## src/rtl/pll_lock_monitor_pkg.sv

```systemverilog
// pll_mon_pkg: shared FSM state encoding and sizing helper for the PLL lock monitor.
package pll_mon_pkg;

  typedef enum logic [1:0] {
    IDLE    = 2'd0,
    ACQUIRE = 2'd1,
    LOCKED  = 2'd2,
    TIMEOUT = 2'd3
  } mon_state_e;

  // Number of bits needed to hold a population count of a w-bit vector.
  function automatic int popcount_width(input int w);
    return $clog2(w + 1);
  endfunction

endpackage

```

## src/rtl/pll_lock_monitor_popcount.sv

```systemverilog
// pll_popcount: purely combinational count of set bits in a W-bit vector.
module pll_popcount
  import pll_mon_pkg::*;
#(
  parameter int W  = 26,
  parameter int CW = popcount_width(W)
) (
  input  logic [W-1:0]  vec,
  output logic [CW-1:0] count
);

  // Sum the individual bits of vec.
  always_comb begin
    count = '0;
    for (int i = 0; i < W; i++) begin
      count = count + CW'(vec[i]);
    end
  end

endmodule

```

## src/rtl/pll_lock_monitor.sv

```systemverilog
// pll_lock_monitor: lock detector and lock-time meter for the digital PLL trim word.
// Optional macro PLL_LOCK_MONITOR_IRQ_EN adds a sticky irq output with an irq_clr input.
module pll_lock_monitor
  import pll_mon_pkg::*;
#(
  parameter int TRIM_W     = 26,
  parameter int DIV_W      = 5,
  parameter int LOCK_COUNT = 5,
  parameter int MAX_WAIT   = 50,
  parameter int CNT_W      = 8,
  parameter int UNLOCK_TOL = 1
) (
  input  logic              osc,
  input  logic              resetb,
  input  logic              enable,
  input  logic [DIV_W-1:0]  div,
  input  logic [TRIM_W-1:0] trim,
`ifdef PLL_LOCK_MONITOR_IRQ_EN
  input  logic              irq_clr,
  output logic              irq,
`endif
  output logic              locked,
  output logic              lock_valid,
  output logic [CNT_W-1:0]  lock_cycles,
  output logic              timeout,
  output logic [1:0]        state
);

  localparam int               PC_W       = popcount_width(TRIM_W);
  localparam logic [CNT_W-1:0] LOCK_LAST  = CNT_W'(LOCK_COUNT - 1);
  localparam logic [CNT_W:0]   WAIT_LIMIT = (CNT_W+1)'(MAX_WAIT);

  mon_state_e        state_q, state_d;
  logic [TRIM_W-1:0] prev_trim_q, prev_trim_d;
  logic [DIV_W-1:0]  div_q, div_d;
  logic [CNT_W-1:0]  stable_cnt_q, stable_cnt_d;
  logic [CNT_W-1:0]  wait_cnt_q, wait_cnt_d;
  logic [CNT_W-1:0]  lock_cycles_q, lock_cycles_d;
  logic              locked_q, locked_d;
  logic              lock_valid_q, lock_valid_d;
  logic              timeout_q, timeout_d;

  logic [PC_W-1:0]   dev_cnt;
  logic              trim_match, lock_hit, dev_over, div_chg;
  logic [CNT_W:0]    wait_inc;
  logic [CNT_W-1:0]  wait_sat, stable_inc;

  pll_popcount #(
    .W  (TRIM_W),
    .CW (PC_W)
  ) u_popcount (
    .vec   (trim ^ prev_trim_q),
    .count (dev_cnt)
  );

  assign trim_match = (trim == prev_trim_q);
  assign lock_hit   = trim_match && (stable_cnt_q == LOCK_LAST);
  // wait_inc is one bit wider so wait_cnt+1 can be compared against MAX_WAIT without wrap.
  assign wait_inc   = {1'b0, wait_cnt_q} + {{CNT_W{1'b0}}, 1'b1};
  assign wait_sat   = (wait_cnt_q == {CNT_W{1'b1}}) ? wait_cnt_q : wait_inc[CNT_W-1:0];
  assign stable_inc = (stable_cnt_q == {CNT_W{1'b1}}) ? stable_cnt_q : stable_cnt_q + CNT_W'(1);
  assign dev_over   = (int'(dev_cnt) > UNLOCK_TOL);
  // A divider change only matters once acquisition has started; IDLE reloads div_q anyway.
  assign div_chg    = (state_q != IDLE) && (div != div_q);

  // Next-state and next-output logic, ordered enable > div change > FSM transition.
  always_comb begin
    state_d       = state_q;
    prev_trim_d   = prev_trim_q;
    div_d         = div_q;
    stable_cnt_d  = stable_cnt_q;
    wait_cnt_d    = wait_cnt_q;
    lock_cycles_d = lock_cycles_q;
    locked_d      = locked_q;
    lock_valid_d  = 1'b0;
    timeout_d     = timeout_q;
    if (!enable) begin
      state_d      = IDLE;
      locked_d     = 1'b0;
      timeout_d    = 1'b0;
      stable_cnt_d = '0;
      wait_cnt_d   = '0;
    end else if (div_chg) begin
      state_d      = ACQUIRE;
      div_d        = div;
      prev_trim_d  = trim;
      stable_cnt_d = '0;
      wait_cnt_d   = '0;
      locked_d     = 1'b0;
      timeout_d    = 1'b0;
    end else begin
      case (state_q)
        IDLE: begin
          state_d      = ACQUIRE;
          prev_trim_d  = trim;
          div_d        = div;
          stable_cnt_d = '0;
          wait_cnt_d   = '0;
        end
        ACQUIRE: begin
          wait_cnt_d  = wait_sat;
          prev_trim_d = trim;
          if (trim_match) begin
            stable_cnt_d = stable_inc;
          end else begin
            stable_cnt_d = '0;
          end
          // Lock is checked first so it wins when it coincides with the timeout edge.
          if (lock_hit) begin
            state_d       = LOCKED;
            locked_d      = 1'b1;
            lock_valid_d  = 1'b1;
            lock_cycles_d = wait_inc[CNT_W-1:0];
          end else if (wait_inc == WAIT_LIMIT) begin
            state_d   = TIMEOUT;
            timeout_d = 1'b1;
          end else begin
            state_d = ACQUIRE;
          end
        end
        LOCKED: begin
          prev_trim_d = trim;
          if (dev_over) begin
            state_d      = ACQUIRE;
            locked_d     = 1'b0;
            stable_cnt_d = '0;
            wait_cnt_d   = '0;
          end else begin
            state_d = LOCKED;
          end
        end
        TIMEOUT: begin
          state_d = TIMEOUT;
        end
        default: begin
          state_d = IDLE;
        end
      endcase
    end
  end

  // State and output registers with synchronous active-low reset.
  always_ff @(posedge osc) begin
    if (!resetb) begin
      state_q       <= IDLE;
      prev_trim_q   <= '0;
      div_q         <= '0;
      stable_cnt_q  <= '0;
      wait_cnt_q    <= '0;
      lock_cycles_q <= '0;
      locked_q      <= 1'b0;
      lock_valid_q  <= 1'b0;
      timeout_q     <= 1'b0;
    end else begin
      state_q       <= state_d;
      prev_trim_q   <= prev_trim_d;
      div_q         <= div_d;
      stable_cnt_q  <= stable_cnt_d;
      wait_cnt_q    <= wait_cnt_d;
      lock_cycles_q <= lock_cycles_d;
      locked_q      <= locked_d;
      lock_valid_q  <= lock_valid_d;
      timeout_q     <= timeout_d;
    end
  end

  assign locked      = locked_q;
  assign lock_valid  = lock_valid_q;
  assign lock_cycles = lock_cycles_q;
  assign timeout     = timeout_q;
  assign state       = state_q;

`ifdef PLL_LOCK_MONITOR_IRQ_EN
  logic irq_q, irq_d, irq_set;

  // Set events: losing lock through excess trim deviation, or entering TIMEOUT.
  assign irq_set = (state_q == ACQUIRE && state_d == TIMEOUT) ||
                   (state_q == LOCKED && enable && !div_chg && dev_over);

  // Sticky interrupt; a set event beats a simultaneous clear.
  always_comb begin
    if (irq_set) begin
      irq_d = 1'b1;
    end else if (irq_clr) begin
      irq_d = 1'b0;
    end else begin
      irq_d = irq_q;
    end
  end

  // Interrupt register with synchronous active-low reset.
  always_ff @(posedge osc) begin
    if (!resetb) begin
      irq_q <= 1'b0;
    end else begin
      irq_q <= irq_d;
    end
  end

  assign irq = irq_q;
`endif

endmodule

```

## config.mk

```make
export PLATFORM = sky130hd
export DESIGN_NAME = pll_lock_monitor
export DESIGN_NICKNAME = d
export VERILOG_FILES = /design/src/rtl/pll_lock_monitor_pkg.sv /design/src/rtl/pll_lock_monitor_popcount.sv /design/src/rtl/pll_lock_monitor.sv
export SDC_FILE = /design/constraint.sdc
export NUM_CORES = 1
export LEC_CHECK = 0
export BUFFER_PORTS_ARGS = -buffer_cell sky130_fd_sc_hd__buf_2
export CAP_MARGIN = 25
export CORE_MARGIN = 2
export CORE_UTILIZATION = 40
export DETAILED_ROUTE_END_ITERATION = 7
export PLACE_DENSITY = 0.6
export SETUP_SLACK_MARGIN = 0.5
export SYNTH_ARGS = -nofsm -noshare
export SYNTH_HDL_FRONTEND = slang
export SYNTH_SLANG_ARGS = --single-unit
```

## constraint.sdc

```tcl
create_clock -name osc -period 7.9 [get_ports osc]
set_input_delay 1.58 -clock osc [delete_from_list [all_inputs] [get_ports osc]]
set_output_delay 1.58 -clock osc [all_outputs]
set_load 0.1 [all_outputs]
```

-- Yosys cells after proc, flatten, opt, wreduce, memory -nomap -nowiden
Cells that the tools add are included.
- bits in registers: 60
- bits of input ports: 34
- word-level logic and storage cells: 95
- $add $sub $neg: 27
- order comparisons: 1
- equal/unequal tests: 13
- multiplexer cells: 19
- bitwise logic cells: 6
- reductions and logical operators: 19
- operators with widths (cell ; number):
    5-bit by 1-bit adder with 5-bit output ; 24
    26-bit 2-to-1 mux ; 2
    8-bit one-hot mux with 3 select lines ; 2
    8-bit 2-to-1 mux ; 4
    26-bit equality test ; 1
    26-bit bitwise XOR ; 1
    8-bit equality test (second input constant) ; 2
    3-bit AND reduction ; 4
    5-bit 2-to-1 mux ; 2
    8-bit by 1-bit adder with 9-bit output (second input constant) ; 1
    9-bit by 6-bit equality test with 1-bit output (second input constant) ; 1
    8-bit by 1-bit adder with 8-bit output (second input constant) ; 1
    8-bit by 3-bit equality test with 1-bit output (second input constant) ; 1
    2-bit one-hot mux with 4 select lines ; 1
    2-bit nonzero test ; 4
    2-bit 2-to-1 mux ; 3
    2-bit inequality test (second input constant) ; 3
    2-bit AND reduction ; 3
    3-bit OR reduction ; 2
    5-bit by 1-bit greater-than comparator with 1-bit output (second input constant) ; 1
    5-bit inequality test ; 1
    1-bit inverter ; 5
    2-bit equality test (second input constant) ; 2
    1-bit 2-to-1 mux ; 4
    other kinds (9) ; 10

-- Longest topological paths before layout
Gate-level depths: netlist of run 1.
- depth after elaboration: 30
- gate-level depth with buffers: 18
- gate-level depth less buffers: 18

-- Cells and area by module
A second synthesis of run 1 with hierarchy kept.
- cell total of the unflattened synthesis: 416
- area, all modules: 3821.2 um2
- modules (own cells, without submodules) (module ; instances ; cells each ; area an instance (um2) ; sequential area each (um2)):
    pll_lock_monitor ; 1 ; 349 ; 3166.8 ; 1201.2
    pll_popcount ; 1 ; 67 ; 654.4 ; 0.0

-- Worst setup path before layout of run 1
No wires, ideal clock.
- kind: in2reg
- start: input port trim[0]
- end: register state_q[1], in the netlist state[1]
- arrival time: 6.399 ns
- setup slack: 1.398 ns
- cell stages on the path: 17
- path buffers: 0
- cells stage by stage: xor2_1 ha_1 inv_1 fa_1 fa_1 inv_1 fa_1 fa_1 fa_1 inv_1 fa_1 fa_1 nor4b_1 o211ai_1 inv_1 nor2_1 a2111oi_2
- cells in the longest elaborated chain, start to end: 29
- elaborated cells on any way between the ends: 32
- ends and longest elaborated chain (item ; RTL line ; source):
    from (decl) ; pll_lock_monitor.sv:17 ; input logic [TRIM_W-1:0] trim,
    26-bit bitwise XOR ; pll_lock_monitor.sv:52 ; .vec (trim ^ prev_trim_q),
    1-bit by 1-bit adder with 2-bit output ; pll_lock_monitor_popcount.sv:16 ; count = count + CW'(vec[i]);
    5-bit by 1-bit adder with 5-bit output (24 in series) ; pll_lock_monitor_popcount.sv:16 ;
    5-bit by 1-bit greater-than comparator with 1-bit output ; pll_lock_monitor.sv:62 ; assign dev_over = (int'(dev_cnt) > UNLOCK_TOL);
    2-bit 2-to-1 mux ; pll_lock_monitor.sv:123 ; if (dev_over) begin
    2-bit one-hot mux with 4 select lines (*) ; pll_lock_monitor.sv:92 ; case (state_q)
    to (signal assigned) ; pll_lock_monitor.sv:155 ; state_q <= state_d;
    to (decl) ; pll_lock_monitor.sv:33 ; mon_state_e state_q, state_d;
Mark *: on every way between the ends. The rest lies on a longest branch, timed or not.
A chain may end at the register's enable or synchronous reset.

-- Worst setup path in the final report of run 1
- start: input port trim[0]
- end: register stable_cnt_q[1]
- cells in the longest elaborated chain, start to end: 29
- elaborated cells on any way between the ends: 33
- ends and longest elaborated chain (item ; RTL line ; source):
    26-bit bitwise XOR ; pll_lock_monitor.sv:52 ;
    1-bit by 1-bit adder with 2-bit output ; pll_lock_monitor_popcount.sv:16 ;
    5-bit by 1-bit adder with 5-bit output (24 in series) ; pll_lock_monitor_popcount.sv:16 ;
    5-bit by 1-bit greater-than comparator with 1-bit output ; pll_lock_monitor.sv:62 ;
    2-bit inequality test (no line) ; - ;
    3-bit AND reduction (no line) ; - ;
    to (signal assigned) ; pll_lock_monitor.sv:158 ; stable_cnt_q <= stable_cnt_d;
    to (decl) ; pll_lock_monitor.sv:36 ; logic [CNT_W-1:0] stable_cnt_q, stable_cnt_d;
Parallel ways exist; a longest one is shown, timed or not.

==> report_table.html, run 1 <==
<table>
<tr><th>Metric</th><th>Value</th></tr>
<tr><th colspan="2">Global route</th></tr>
<tr><td>Antenna violations before repair</td><td>0</td></tr>
<tr><td>Overflow after GRT</td><td>0</td></tr>
<tr><td>Largest net degree at the start of global routing</td><td>43</td></tr>
<tr><td>Wire length of the first global-routing pass</td><td>12.7 mm</td></tr>
<tr><td>Vias in the first global route</td><td>2,778</td></tr>
<tr><td>Overall track demand over capacity in global routing</td><td>15.8%</td></tr>
<tr><th colspan="2">STA</th></tr>
<tr><td>Unrepaired setup endpoints after global routing</td><td>no</td></tr>
<tr><td>Final clock skew</td><td>0.00700 ns</td></tr>
<tr><td>Total Neg Setup Slack</td><td>0 ns</td></tr>
<tr><td>Post-layout worst setup margin</td><td>1.28 ns</td></tr>
<tr><td>Final number of max-transition violations</td><td>0</td></tr>
<tr><td>Worst slew slack as a fraction of its limit</td><td>58.7%</td></tr>
<tr><td>Final hold vios</td><td>0</td></tr>
<tr><td>Maximum clock frequency</td><td>0.151 GHz</td></tr>
<tr><td>Transition at the pin with the smallest max-transition slack</td><td>roughly 0.62 ns</td></tr>
<tr><td>Min Tclk post-route</td><td>6.62 ns</td></tr>
<tr><td>Final setup violating endpoints</td><td>0</td></tr>
<tr><td>Final period utilization</td><td>a little over four fifths</td></tr>
<tr><th colspan="2">Clocking</th></tr>
<tr><td>Library cell used as clock root buffer</td><td>sky130_fd_sc_hd__clkbuf_8</td></tr>
<tr><td>Clock buffer depth</td><td>2</td></tr>
<tr><td>H-tree depth reported by CTS</td><td>3</td></tr>
<tr><td>CTS tree</td><td>yes</td></tr>
<tr><td>Number of buffers added by the clock tree synthesis step</td><td>9</td></tr>
<tr><td>Post-CTS Setup Repair Bufs</td><td>0</td></tr>
<tr><td>Hold-fix buffer count after cts</td><td>0</td></tr>
<tr><td>Clock-pin transition on the worst setup and hold timing paths</td><td>0.07 ns</td></tr>
<tr><td>Resized cells post-CTS</td><td>0</td></tr>
<tr><td>TritonCTS sink count</td><td>60</td></tr>
<tr><td>Insertion delay to the later sink of the worst-skew pair</td><td>approximately 0.34 ns</td></tr>
<tr><th colspan="2">Layout</th></tr>
<tr><td>Cell area after layout</td><td>around 4300 um^2</td></tr>
<tr><td>Layout cell share with drive strength beyond 1</td><td>about 18%</td></tr>
<tr><td>Final core utilization</td><td>46.5%</td></tr>
<tr><td>Commonest non-fill, non-tap cell in the layout</td><td>sky130_fd_sc_hd__dfxtp_1</td></tr>
<tr><td>Most used cells in the layout excluding fill and tap cells</td><td>sky130_fd_sc_hd__dfxtp_1 (60), sky130_fd_sc_hd__buf_2 (46), sky130_fd_sc_hd__mux2i_1 (39), sky130_fd_sc_hd__nor2b_1 (38), sky130_fd_sc_hd__inv_1 (36)</td></tr>
<tr><td>Final layout net count</td><td>about 510</td></tr>
<tr><td>Fill cell total of the finished layout</td><td>924</td></tr>
<tr><td>Area added between synthesis and finish</td><td>13.9%</td></tr>
<tr><td>Number of antenna cells inserted</td><td>0</td></tr>
<tr><th colspan="2">Floorplanning</th></tr>
<tr><td>Starting density of the core</td><td>between 40% and 50%</td></tr>
<tr><td>Overall die area</td><td>approximately 10,000 um^2</td></tr>
<tr><td>Core Footprint</td><td>9200 um^2</td></tr>
<tr><td>X dimension of the die</td><td>a little over 100 um</td></tr>
<tr><td>Vertical extent of the die</td><td>roughly 100 um</td></tr>
<tr><td>Row cnt</td><td>35</td></tr>
<tr><td>Top-level port count</td><td>47</td></tr>
<tr><th colspan="2">Run status</th></tr>
<tr><td>Run status</td><td>completed</td></tr>
<tr><th colspan="2">Routing</th></tr>
<tr><td>Number of nets with antenna violations after routing</td><td>0</td></tr>
<tr><td>Via Count</td><td>2,791</td></tr>
<tr><td>Vias/cell</td><td>4.98</td></tr>
<tr><td>DRC violations left</td><td>0</td></tr>
<tr><td>Total wire length</td><td>7.45 mm</td></tr>
<tr><td>Number of DRC violations after detailed-routing iteration 0</td><td>183</td></tr>
<tr><td>Router iterations before antenna repair</td><td>4</td></tr>
<tr><td>Post-DR wirelength/cell</td><td>13.3 um</td></tr>
<tr><th colspan="2">Critical path</th></tr>
<tr><td>Largest fanout on the critical path</td><td>7</td></tr>
<tr><td>Setup CP Type</td><td>primary input to register</td></tr>
<tr><td>Category of the worst setup path capture point</td><td>register</td></tr>
<tr><td>Nature of the critical path startpoint</td><td>primary input</td></tr>
<tr><td>Worst endpoint data arrival time</td><td>6.88 ns</td></tr>
<tr><td>Depth of the worst register-to-register path</td><td>17</td></tr>
<tr><td>Endpoint required time on the critical path</td><td>just over 8 ns</td></tr>
<tr><th colspan="2">Synthesis</th></tr>
<tr><td>Synth Flop Type</td><td>sky130_fd_sc_hd__dfxtp_1</td></tr>
<tr><td>Share of the yosys chip area belonging to registers</td><td>32.0%</td></tr>
<tr><td>Number of flip-flops and latches in the synthesized netlist</td><td>60</td></tr>
<tr><td>Yosys warning count</td><td>0</td></tr>
<tr><td>EDFF count, synth</td><td>0</td></tr>
<tr><td>Post-Synthesis Mean Instance Area</td><td>9.30 um^2</td></tr>
<tr><td>XOR/XNOR Fraction of Synth Area</td><td>between 8 and 9%</td></tr>
<tr><td>Distinct cell type count of the synthesized netlist</td><td>48</td></tr>
<tr><td>Summed instance area of the synthesized netlist</td><td>3760 um^2</td></tr>
<tr><td>Multiplexer share of the synthesized area</td><td>10.4%</td></tr>
<tr><td>Cells after Synth</td><td>between 400 and 500</td></tr>
<tr><td>Post-synthesis compound-gate area fraction</td><td>7.96%</td></tr>
<tr><td>Proportion of register bits with asynchronous set or reset after synthesis</td><td>0%</td></tr>
<tr><td>Largest family of logic cells by synthesized area</td><td>simple AND/OR/NAND/NOR gates</td></tr>
<tr><td>Nets in the synthesized netlist</td><td>468</td></tr>
<tr><td>Adder-cell share of the synthesized area</td><td>13.8%</td></tr>
<tr><td>Synthesized-area fraction occupied by and/or/nand/nor cells</td><td>20.7%</td></tr>
<tr><th colspan="2">Job</th></tr>
<tr><td>Maximum capacitance violations</td><td>0</td></tr>
<tr><th colspan="2">Hold path</th></tr>
<tr><td>Hold Crit Class</td><td>register to register</td></tr>
<tr><td>Hold Path Cell Cnt</td><td>2</td></tr>
<tr><th colspan="2">Power and ir drop</th></tr>
<tr><td>Peak supply drop</td><td>0.000186 V</td></tr>
<tr><td>Power density over the cells</td><td>roughly 270 nW/um^2</td></tr>
<tr><td>Cell leakage power</td><td>between 1.5 and 2 nW</td></tr>
<tr><th colspan="2">Placement</th></tr>
<tr><td>Global placement routability congestion</td><td>slightly above 0.8</td></tr>
<tr><td>Placed inst area</td><td>4080 um^2</td></tr>
<tr><td>Setup WS pre-CTS</td><td>0.922 ns</td></tr>
<tr><td>DP Wirelength</td><td>5.55 mm</td></tr>
<tr><td>Number of buffers inserted by port buffering</td><td>46</td></tr>
</table>
-- cell usage after synthesis, drive strengths merged, types with 5 or more instances --
| master | number | area share [%] |
|---|---|---|
| dfxtp | 60 | 32 |
| mux2i | 39 | 10 |
| nor2b | 38 | 6.3 |
| inv | 36 | 3.6 |
| nor2 | 34 | 3.4 |
| xor2 | 30 | 7.0 |
| fa | 19 | 10 |
| a21oi | 15 | 2.0 |
| nand2 | 15 | 1.5 |
| clkbuf | 11 | 1.4 |
| ha | 11 | 3.7 |
| nand3 | 10 | 1.3 |
| o21ai | 10 | 1.3 |
| buf | 8 | 1.4 |
| xnor2 | 8 | 1.9 |
| a31oi | 6 | 1.0 |
| and2 | 6 | 1.0 |
| nor3 | 6 | 1.1 |
| and3 | 5 | 0.87 |
-- path summary, 6_finish.rpt --
| check | start | end | slack (ns) |
|---|---|---|---|
| max | trim[0] | stable_cnt_q[1] | 1.28 |
| min | locked | locked | 0.49 |
| max reg2reg | prev_trim_q[1] | stable_cnt_q[1] | 2.27 |
| min reg2reg | locked | locked | 0.49 |
-- metrics by stage --
stage	hold slack, ns	total power (W)	cells
3_5_place_dp	0.474	0.000885	545
5_1_grt	0.509	0.00129	561
6_report	0.491	0.00116	561
3_3_place_gp	0.481	0.000858	544
4_1_cts	0.487	0.00118	561
2_1_floorplan	0.474	0.000769	404
-- layout make-up --
class | count | area (um^2) | share of cell area, %
flip-flops and latches | 60 | 1200 | 28.1
multi-input cells | 289 | 2330 | 54.4
clock inverters | 5 | 50.0 | 1.17
repair buffers | 49 | 273 | 6.38
clock buffers | 11 | 151 | 3.54
well taps | 111 | 139 | 3.25
inverters | 36 | 135 | 3.16
-- power breakdown --
part / switching (W) / internal (W) / total [W]
Clock: 0.000124 / 0.000161 / 0.000284
Combinational: 0.000299 / 0.000259 / 0.000558
Sequential: 0.00000683 / 0.000312 / 0.000319
-- routing by layer --
metal	track usage, %	share of wire, %	up-vias
met5	0	0	-
met4	5.09	1.2	0
met3	4.51	4.7	9
met2	24.1	44	54
met1	21.8	50	1302
li1	-	-	1426
-- critical path, stage by stage --
cell                       delay, ns
sky130_fd_sc_hd__buf_2          0.11
sky130_fd_sc_hd__xor2_1         0.15
sky130_fd_sc_hd__ha_1           0.29
sky130_fd_sc_hd__inv_1          0.07
sky130_fd_sc_hd__fa_1           0.42
sky130_fd_sc_hd__fa_1           0.52
sky130_fd_sc_hd__inv_1          0.05
sky130_fd_sc_hd__fa_1           0.52
sky130_fd_sc_hd__fa_1           0.43
sky130_fd_sc_hd__fa_1           0.49
sky130_fd_sc_hd__inv_1          0.05
sky130_fd_sc_hd__fa_1           0.39
sky130_fd_sc_hd__fa_1           0.49
sky130_fd_sc_hd__nor4b_1        0.39
sky130_fd_sc_hd__o211ai_1       0.32
sky130_fd_sc_hd__nor2_1         0.33
sky130_fd_sc_hd__inv_1          0.12
sky130_fd_sc_hd__o211ai_1       0.17
-- kinds of logic (layout without fill, tap and decap cells) --
group / Yosys count / after routing
xor gates and xnor gates: 38 / 38
and+or+nand+nor: 135 / 135
AOI/OAI and AO/OA: 47 / 47
muxes: 39 / 39
DFF: 60 / 60
adders and majority gates: 30 / 30
buffers and inverters: 55 / 101
-- registers in the layout, summed over array words and instances, names as in the netlist --
signal / flops
stable_cnt_q: 8
prev_trim_q: 26
lock_cycles: 8
timeout: 1
lock_valid: 1
div_q: 5
state: 2
wait_cnt_q: 8
locked: 1
(Power assumes the default switching activity.)
==> run 2: changes to the inputs <==
- clock period: 7.9 -> 6.32 ns (I/O delays scaled with it)
==> run 2 against run 1 <==
- sequential share of layout area down 0.90 points
- die area stayed put
- flip-flop and latch count unchanged
- critical path depth grew 2
- highest routed layer unchanged
==> report_table.html, run 2 (synthesis gave the netlist of run 1 again) <==
<table>
<tr><th>Metric</th><th>Value</th></tr>
<tr><th colspan="2">Layout</th></tr>
<tr><td>Number of antenna cells inserted</td><td>0</td></tr>
<tr><td>Cell area after layout</td><td>4420 um^2</td></tr>
<tr><td>Final layout net count</td><td>514</td></tr>
<tr><td>Most used cells in the layout excluding fill and tap cells</td><td>sky130_fd_sc_hd__dfxtp_1 (60), sky130_fd_sc_hd__buf_2 (44), sky130_fd_sc_hd__mux2i_1 (39), sky130_fd_sc_hd__nor2b_1 (37), sky130_fd_sc_hd__inv_1 (33)</td></tr>
<tr><td>Seq. cell area</td><td>1200 um^2</td></tr>
<tr><td>Register containing the most flip-flops in the final layout</td><td>prev_trim_q</td></tr>
<tr><td>Commonest non-fill, non-tap cell in the layout</td><td>sky130_fd_sc_hd__dfxtp_1</td></tr>
<tr><td>Fill cell total of the finished layout</td><td>898</td></tr>
<tr><td>Layout cell share with drive strength beyond 1</td><td>around 22%</td></tr>
<tr><td>Max reg flops</td><td>26</td></tr>
<tr><td>Area of the multi-input gates</td><td>~2400 um^2</td></tr>
<tr><td>Area added between synthesis and finish</td><td>17.7%</td></tr>
<tr><th colspan="2">STA</th></tr>
<tr><td>Final number of max-transition violations</td><td>0</td></tr>
<tr><td>Worst slew slack as a fraction of its limit</td><td>57.3%</td></tr>
<tr><td>Unrepaired setup endpoints after global routing</td><td>yes</td></tr>
<tr><td>Transition at the pin with the smallest max-transition slack</td><td>0.637 ns</td></tr>
<tr><td>Final hold vios</td><td>0</td></tr>
<tr><td>Final setup violating endpoints</td><td>0</td></tr>
<tr><td>Final worst hold slack</td><td>~0.46 ns</td></tr>
<tr><td>Final period utilization</td><td>between 90 and 100%</td></tr>
<tr><td>Min Tclk post-route</td><td>approximately 6 ns</td></tr>
<tr><td>Maximum clock frequency</td><td>between 0.15 and 0.2 GHz</td></tr>
<tr><td>Final clock skew</td><td>between 0.008 and 0.009 ns</td></tr>
<tr><th colspan="2">Critical path</th></tr>
<tr><td>Worst endpoint data arrival time</td><td>6.14 ns</td></tr>
<tr><td>Category of the worst setup path capture point</td><td>register</td></tr>
<tr><td>Nature of the critical path startpoint</td><td>primary input</td></tr>
<tr><td>Largest fanout on the critical path</td><td>8</td></tr>
<tr><td>Endpoint required time on the critical path</td><td>6.58 ns</td></tr>
<tr><td>Setup CP Type</td><td>primary input to register</td></tr>
<tr><th colspan="2">Clocking</th></tr>
<tr><td>TritonCTS sink count</td><td>60</td></tr>
<tr><td>Number of buffers added by the clock tree synthesis step</td><td>9</td></tr>
<tr><td>Hold-fix buffer count after cts</td><td>0</td></tr>
<tr><td>Library cell used as clock root buffer</td><td>sky130_fd_sc_hd__clkbuf_8</td></tr>
<tr><td>H-tree depth reported by CTS</td><td>3</td></tr>
<tr><td>Clock-pin transition on the worst setup and hold timing paths</td><td>0.06 ns</td></tr>
<tr><td>CTS tree</td><td>yes</td></tr>
<tr><td>Clock buffer depth</td><td>2</td></tr>
<tr><td>Insertion delay to the later sink of the worst-skew pair</td><td>0.34 ns</td></tr>
<tr><th colspan="2">Hold path</th></tr>
<tr><td>Hold Crit Class</td><td>register to register</td></tr>
<tr><th colspan="2">Placement</th></tr>
<tr><td>Placed inst area</td><td>4080 um^2</td></tr>
<tr><td>DP Wirelength</td><td>~5.6 mm</td></tr>
<tr><td>Global placement routability congestion</td><td>0.828</td></tr>
<tr><td>Number of buffers inserted by port buffering</td><td>46</td></tr>
<tr><th colspan="2">Floorplanning</th></tr>
<tr><td>Vertical extent of the die</td><td>101 um</td></tr>
<tr><td>Starting density of the core</td><td>40.8%</td></tr>
<tr><td>Row cnt</td><td>35</td></tr>
<tr><td>X dimension of the die</td><td>101 um</td></tr>
<tr><td>Core Footprint</td><td>9200 um^2</td></tr>
<tr><td>Top-level port count</td><td>47</td></tr>
<tr><td>Overall die area</td><td>10,200 um^2</td></tr>
<tr><th colspan="2">Global route</th></tr>
<tr><td>Overall track demand over capacity in global routing</td><td>15.7%</td></tr>
<tr><td>Overflow after GRT</td><td>0</td></tr>
<tr><td>Largest net degree at the start of global routing</td><td>43</td></tr>
<tr><td>Wire length of the first global-routing pass</td><td>12.6 mm</td></tr>
<tr><td>Vias in the first global route</td><td>2,725</td></tr>
<tr><td>Antenna violations before repair</td><td>0</td></tr>
<tr><th colspan="2">Routing</th></tr>
<tr><td>Via Count</td><td>2,841</td></tr>
<tr><td>Router iterations before antenna repair</td><td>4</td></tr>
<tr><td>Post-DR wirelength/cell</td><td>about 13 um</td></tr>
<tr><td>Number of DRC violations after detailed-routing iteration 0</td><td>119</td></tr>
<tr><td>Total wire length</td><td>~7.5 mm</td></tr>
<tr><td>Number of nets with antenna violations after routing</td><td>0</td></tr>
<tr><td>DRC violations left</td><td>0</td></tr>
<tr><td>Vias/cell</td><td>5.02</td></tr>
<tr><th colspan="2">Power and ir drop</th></tr>
<tr><td>Peak supply drop</td><td>0.000289 V</td></tr>
<tr><td>Cell leakage power</td><td>1.91 nW</td></tr>
<tr><td>Power density over the cells</td><td>361 nW/um^2</td></tr>
<tr><th colspan="2">Run status</th></tr>
<tr><td>Run status</td><td>completed</td></tr>
<tr><th colspan="2">Job</th></tr>
<tr><td>Maximum capacitance violations</td><td>0</td></tr>
</table>
[run 2: repair_timing]
item / in CTS / in global routing
setup buffers: 1 / 3
gates resized for setup: 8 / 24
pin swaps: 4 / 10
cloned: 0 / 0
endpoints found under the setup margin: 13 / 18
[run 2: cell type report]
type | instances | area share [%]
Inverter | 36 | 3.11
Clock inverter | 1 | 0.113
Timing Repair Buffer | 54 | 7.30
Sequential cell | 60 | 27.2
Clock buffer | 15 | 3.99
Multi-Input combinational cell | 289 | 55.2
Tap cell | 111 | 3.14
[run 2: metal layers]
layer  vias up  routed length (um)  track usage (%)
met2        43                3430             25.0
met4         0                 114             4.99
met5         -                   0                0
met3         8                 291             4.02
met1      1349                3650             20.8
li1       1441                   -                -
[run 2: path summary, 6_finish.rpt]
path         cells past startpoint  slack [ns]           start       endpoint
max                             20        0.45         trim[0]  wait_cnt_q[6]
min                              2        0.46          locked         locked
max reg2reg                     19        1.10  prev_trim_q[0]  wait_cnt_q[6]
min reg2reg                      2        0.46          locked         locked
[run 2: worst max-delay path: stages]
cell	delay [ns]
sky130_fd_sc_hd__buf_6	0.10
sky130_fd_sc_hd__xor2_2	0.14
sky130_fd_sc_hd__ha_1	0.29
sky130_fd_sc_hd__inv_2	0.04
sky130_fd_sc_hd__fa_1	0.49
sky130_fd_sc_hd__fa_1	0.50
sky130_fd_sc_hd__inv_1	0.05
sky130_fd_sc_hd__fa_1	0.49
sky130_fd_sc_hd__fa_1	0.43
sky130_fd_sc_hd__fa_1	0.49
sky130_fd_sc_hd__inv_1	0.05
sky130_fd_sc_hd__fa_2	0.34
sky130_fd_sc_hd__fa_2	0.52
sky130_fd_sc_hd__nor4b_4	0.21
sky130_fd_sc_hd__buf_4	0.16
sky130_fd_sc_hd__a31oi_2	0.09
sky130_fd_sc_hd__nor2_2	0.12
sky130_fd_sc_hd__buf_6	0.14
sky130_fd_sc_hd__o21ai_1	0.07
sky130_fd_sc_hd__a21oi_1	0.14
[run 2: metrics by stage]
step,utilization [%],total power (W),setup TNS [ns],setup WS [ns],instances
finish,48.1,0.00159,0,0.448,566
global route,48.1,0.00175,0,0.249,566
CTS,46.7,0.00149,0,0.471,562
detailed placement,44.3,0.00116,-0.0831,-0.0403,545
global placement,44.3,0.00113,0,0.0367,545
floorplan,-,0.00103,0,0.376,404
[run 2: power by group]
part | internal [W] | switching (W) | total [W] | leakage, nW
clock | 0.000175 | 0.000149 | 0.000324 | 0.0937
combinational | 0.000443 | 0.000429 | 0.000871 | 1.33
sequential | 0.000390 | 0.00000890 | 0.000399 | 0.490
